`src/rtl/seven_segment_reader.sv`:
```
// seven_segment_reader: recovers hex frames from a multiplexed active-low 7-segment bus
module seven_segment_reader #(
  parameter int DIGITS        = 4,
  parameter int STABLE_CYCLES = 4,
  parameter int CNT_W         = 3
) (
  input  logic                  clk,
  input  logic                  reset,
  input  logic [6:0]            seg_n,
  input  logic [DIGITS-1:0]     an_n,
  output logic [4*DIGITS-1:0]   value,
  output logic [DIGITS-1:0]     digit_err,
  output logic                  frame_valid,
  output logic                  frame_err
);
  localparam int EW = DIGITS > 1 ? $clog2(DIGITS) : 1;
  localparam logic [6:0] GLYPH [16] = '{7'h3F, 7'h06, 7'h5B, 7'h4F, 7'h66, 7'h6D, 7'h7D, 7'h07,
                                        7'h7F, 7'h6F, 7'h77, 7'h7C, 7'h39, 7'h5E, 7'h79, 7'h71};
  typedef enum logic [1:0] {IDLE, COLLECT, DONE} state_t;
  state_t                st_q, st_d;
  logic [DIGITS+6:0]     samp_q, samp_d;
  logic [CNT_W-1:0]      cnt_q, cnt_d;
  logic [EW-1:0]         exp_q, exp_d, dig;
  logic [4*DIGITS-1:0]   sh_nib_q, sh_nib_d, value_q, value_d;
  logic [DIGITS-1:0]     sh_err_q, sh_err_d, digit_err_q, digit_err_d;
  logic                  frame_valid_q, frame_valid_d, frame_err_q, frame_err_d;
  logic                  acc, err;
  logic [3:0]            nib;
  logic [6:0]            p;
  always_comb begin
    samp_d = {an_n, seg_n};
    cnt_d = samp_d != samp_q ? CNT_W'(1) :
            cnt_q == CNT_W'(STABLE_CYCLES) ? cnt_q : cnt_q + 1'b1;
    // fires only on the edge the count first reaches the threshold
    acc = cnt_d == CNT_W'(STABLE_CYCLES) && cnt_q != CNT_W'(STABLE_CYCLES) && $onehot(~an_n);
    p = ~seg_n;
    nib = '0;
    err = 1'b1;
    for (int i = 0; i < 16; i++)
      if (p == GLYPH[i]) begin
        nib = 4'(i);
        err = 1'b0;
      end
    dig = '0;
    for (int k = 0; k < DIGITS; k++)
      if (!an_n[k]) dig = EW'(k);
    st_d = st_q;
    exp_d = exp_q;
    sh_nib_d = sh_nib_q;
    sh_err_d = sh_err_q;
    value_d = value_q;
    digit_err_d = digit_err_q;
    frame_err_d = frame_err_q;
    frame_valid_d = 1'b0;
    case (st_q)
      IDLE:
        if (acc && dig == '0) begin
          sh_nib_d[3:0] = nib;
          sh_err_d[0] = err;
          exp_d = EW'(1);
          st_d = COLLECT;
        end
      COLLECT:
        if (acc) begin
          if (dig == exp_q) begin
            sh_nib_d[{exp_q, 2'b00} +: 4] = nib;
            sh_err_d[exp_q] = err;
            exp_d = exp_q + 1'b1;
            st_d = exp_q == EW'(DIGITS - 1) ? DONE : COLLECT;
          end else if (dig == '0) begin
            sh_nib_d[3:0] = nib;
            sh_err_d[0] = err;
            exp_d = EW'(1);
          end else begin
            sh_nib_d = '0;
            sh_err_d = '0;
            st_d = IDLE;
          end
        end
      default: begin
        value_d = sh_nib_q;
        digit_err_d = sh_err_q;
        frame_err_d = |sh_err_q;
        frame_valid_d = 1'b1;
        st_d = IDLE;
      end
    endcase
  end
  always_ff @(posedge clk) begin
    if (reset) begin
      st_q <= IDLE;
      samp_q <= '0;
      cnt_q <= '0;
      exp_q <= '0;
      sh_nib_q <= '0;
      sh_err_q <= '0;
      value_q <= '0;
      digit_err_q <= '0;
      frame_valid_q <= 1'b0;
      frame_err_q <= 1'b0;
    end else begin
      st_q <= st_d;
      samp_q <= samp_d;
      cnt_q <= cnt_d;
      exp_q <= exp_d;
      sh_nib_q <= sh_nib_d;
      sh_err_q <= sh_err_d;
      value_q <= value_d;
      digit_err_q <= digit_err_d;
      frame_valid_q <= frame_valid_d;
      frame_err_q <= frame_err_d;
    end
  end
  assign value = value_q;
  assign digit_err = digit_err_q;
  assign frame_valid = frame_valid_q;
  assign frame_err = frame_err_q;
endmodule
```
`config.mk`:
```
export PLATFORM = sky130hd
export DESIGN_NAME = seven_segment_reader
export DESIGN_NICKNAME = d
export VERILOG_FILES = /design/src/rtl/seven_segment_reader.sv
export SDC_FILE = /design/constraint.sdc
export NUM_CORES = 1
export LEC_CHECK = 0
export CAP_MARGIN = 5
export CELL_PAD_IN_SITES_DETAIL_PLACEMENT = 0
export CELL_PAD_IN_SITES_GLOBAL_PLACEMENT = 1
export CORE_UTILIZATION = 45
export DETAILED_ROUTE_END_ITERATION = 10
export GPL_ROUTABILITY_DRIVEN = 1
export PLACE_DENSITY = 0.93
export SLEW_MARGIN = 10
export SYNTH_ARGS = -nofsm -noshare
export SYNTH_HDL_FRONTEND = slang
export SYNTH_SLANG_ARGS = --single-unit
```
`constraint.sdc`:
```
create_clock -name clk -period 10.7 [get_ports clk]
set_input_delay 2.14 -clock clk [delete_from_list [all_inputs] [get_ports clk]]
set_output_delay 2.14 -clock clk [all_outputs]
set_load 0.03 [all_outputs]
```
==> impl_metrics.env <==
export IMPL_rsz0062_at_grt="false"
export IMPL_cts_tree="built"
export IMPL_place_hpwl_um=3990
export IMPL_powerDensity_nw_per_um2=134
export IMPL_ir_worst_vdd_v=0.0000725
export IMPL_grt_pass1_vias=2028
export IMPL_n_antenna_cell=0
export IMPL_reg2reg_from="cnt_q[0]"
export IMPL_grt_use_total_pct=19.7
export IMPL_ys_types=53
export IMPL_cpMostUsedCell="ha_1"
export IMPL_postCtsResizedCells=0
export IMPL_syn_inst=303
export IMPL_worst_setup_path_end_kind="flop"
export IMPL_layout_drive_gt1_share_pct=9.52
export IMPL_cp_start_kind="input port"
export IMPL_clock_skew_ps=8.25
export IMPL_vias=2196
export IMPL_syn_area_per_cell_um2=9.46
export IMPL_firstDrtPassIters=4
export IMPL_synth_area_leaders="dfxtp_1, mux2i_1, nor2_1"
export IMPL_synth_area_um2=2870
export IMPL_synth_edf_count=0
export IMPL_grt_pass1_wl_um=9780
export IMPL_whs_ps=471
export IMPL_synth_ff_type="dfxtp_1"
export IMPL_fin_area_um2=3430
export IMPL_critPathSlowestCell="or3_1"
export IMPL_cts_setup_buffers=0
export IMPL_coreArea_um2=6030
export IMPL_io_buffers=34
export IMPL_path_cells="clkdlybuf4s50_1 > fa_1 > inv_1 > ha_1 > ha_1 > or4b_4 > a211oi_2 > nand4_2 > or3_1 > nor4_4 > a22o_1"
export IMPL_ys_warn_count=0
export IMPL_syn_num_nets=325
export IMPL_wl_um=5710
export IMPL_clockBufferDepth=2
export IMPL_n_fill_cell=558
export IMPL_hold_buffers=0
export IMPL_routedWlPerCell_um=13.9
export IMPL_syn2layout_area_growth_pct=19.5
export IMPL_reg2regPathDepth=8
export IMPL_grt_overflow_total=0
export IMPL_die_w_um=81.8
export IMPL_worst_slew_pin_slew_ps=955
export IMPL_clock_fmax_mhz=182
export IMPL_io_pins=35
export IMPL_period_share_pct=51.4
export IMPL_ys_top_cells_by_count="dfxtp_1, nor2_1, mux2i_1"
export IMPL_start_util_pct=47.6
export IMPL_fin_crit_ps=5500
export IMPL_min_from="sh_nib_q[3]"
export IMPL_maxSlewViolCount=0
export IMPL_synth_top_area_share_pct=41.9
export IMPL_hold_path_class="reg2reg"
export IMPL_hold_viol=0
export IMPL_layout_nets=353
export IMPL_cts_made_buffers=9
export IMPL_cp_max_fo=9
export IMPL_yosysTopAreaCell="dfxtp_1"
export IMPL_outcome="completed"
export IMPL_ys_seq_area_share_pct=41.9
export IMPL_worst_slack_ps=5200
export IMPL_required_ps=10980
export IMPL_crit_type="in2reg"
export IMPL_grt_max_degree=54
export IMPL_fp_row_count=28
export IMPL_dieHeight_um=81.8
export IMPL_cap_violations=0
export IMPL_power_mw=0.460
export IMPL_timing_reg2reg_setup_slack_ps=7810
export IMPL_finalSetupTns_ps=0
export IMPL_hold_path_end="sh_nib_q[3]"
export IMPL_ys_async_sr_fraction_pct=0
export IMPL_synth_most_common_cell="dfxtp_1"
export IMPL_crit_arrival_ps=5780
export IMPL_rr_endpoint="sh_err_q[3]"
export IMPL_ys_seq_elements=60
export IMPL_clock_latency_ps=340
export IMPL_critPathMaxStageDelay_ps=610
export IMPL_drtIter0Drc=126
export IMPL_cts_sinks=60
export IMPL_drc=0
export IMPL_vias_per_cell=5.34
export IMPL_hold_path_depth=2
export IMPL_dp_slack_ps=4840
export IMPL_place_area_um2=3230
export IMPL_htree_levels=3
export IMPL_relSlewSlack_pct=36.3
export IMPL_setup_violations=0
export IMPL_clkTransAtPathRegs_ps=70
export IMPL_grt_antenna_before_repair=0
export IMPL_drtAntennaViolNets=0
export IMPL_p_leak_nw=1.22
export IMPL_root_buffer="clkbuf_8"
export IMPL_gp_congestion=0.809
export IMPL_dieArea_um2=6700
critical path: cells and delay by family:
| family | cells | cell delay, ps |
|---|---|---|
| adders and majority gates | 3 | 1000 |
| buffers and inverters | 2 | 570 |
| and+or+nand+nor | 4 | 1700 |
| AOI/OAI and AO/OA | 2 | 350 |
through the flow:
| stage | util (%) | instances |
|---|---|---|
| floorplan | - | 303 |
| global placement | 53.5 | 395 |
| detailed placement | 53.5 | 395 |
| CTS | 56.9 | 411 |
| global route | 56.9 | 411 |
| finish | 56.9 | 411 |
worst max-delay path by stage:
| stage | startpoint | end | cells after the start |
|---|---|---|---|
| floorplan | an_n[0] | sh_err_q[3] | 11 |
| global placement | an_n[1] | sh_err_q[3] | 11 |
| detailed placement | an_n[1] | sh_err_q[3] | 11 |
| CTS | an_n[1] | sh_err_q[3] | 11 |
| global route | an_n[3] | sh_err_q[3] | 11 |
| finish | an_n[1] | sh_err_q[3] | 11 |
logic make-up after synthesis:
logic type / synth area share [%]
XOR/XNOR: 4.89
adder cells (fa/ha/maj): 4.19
AO/OA/AOI/OAI: 13.7
flip-flops: 41.9
multiplexers: 7.33
AND/OR/NAND/NOR: 23.6
buffers and inverters: 4.45
metal layers:
layer	vias to the layer above	routed length, um	part of all wire, %	GRT usage (%)
met5	-	0	0	0
met4	0	59	1.0	10.0
met3	6	199	3.5	4.00
met2	47	2710	47	32.6
met1	1018	2740	48	24.1
li1	1125	-	-	-
power breakdown:
| part | leakage [nW] | total [mW] | internal (mW) | switching (mW) |
|---|---|---|---|---|
| Sequential | 0.486 | 0.227 | 0.226 | 0.00104 |
| Clock | 0.0958 | 0.201 | 0.108 | 0.0925 |
| Combinational | 0.641 | 0.0322 | 0.0128 | 0.0194 |
| Total | 1.22 | 0.460 | 0.347 | 0.113 |
cells in the final DEF, fill, tap and decap left out, types with 4 or more instances in the layout:
cell,count
a211oi_1,6
a21oi_1,9
a22o_1,15
clkbuf_8,9
clkdlybuf4s50_1,33
dfxtp_1,60
ha_1,8
inv_1,13
mux2i_1,21
nand2_1,11
nand2b_1,5
nand3_1,8
nand3b_1,4
nor2_1,40
nor2b_1,12
nor3_1,5
nor4_4,4
o21ai_0,5
xor2_1,14
registers in the layout, indices dropped and copies added, names as in the netlist:
signal / cells
samp_q: 11
st_q: 2
frame_err: 1
frame_valid: 1
cnt_q: 3
exp_q: 2
value: 16
digit_err: 4
sh_err_q: 4
sh_nib_q: 16
layout make-up:
| class | count | area (um^2) | area share [%] |
|---|---|---|---|
| clock buffers | 9 | 124 | 3.62 |
| clock inverters | 7 | 76.3 | 2.23 |
| inverters | 13 | 48.8 | 1.42 |
| multi-input cells | 212 | 1540 | 44.9 |
| flip-flops and latches | 60 | 1200 | 35.1 |
| well taps | 75 | 93.8 | 2.74 |
| repair buffers | 35 | 343 | 10.0 |
Power figures use the tool's default switching activity.
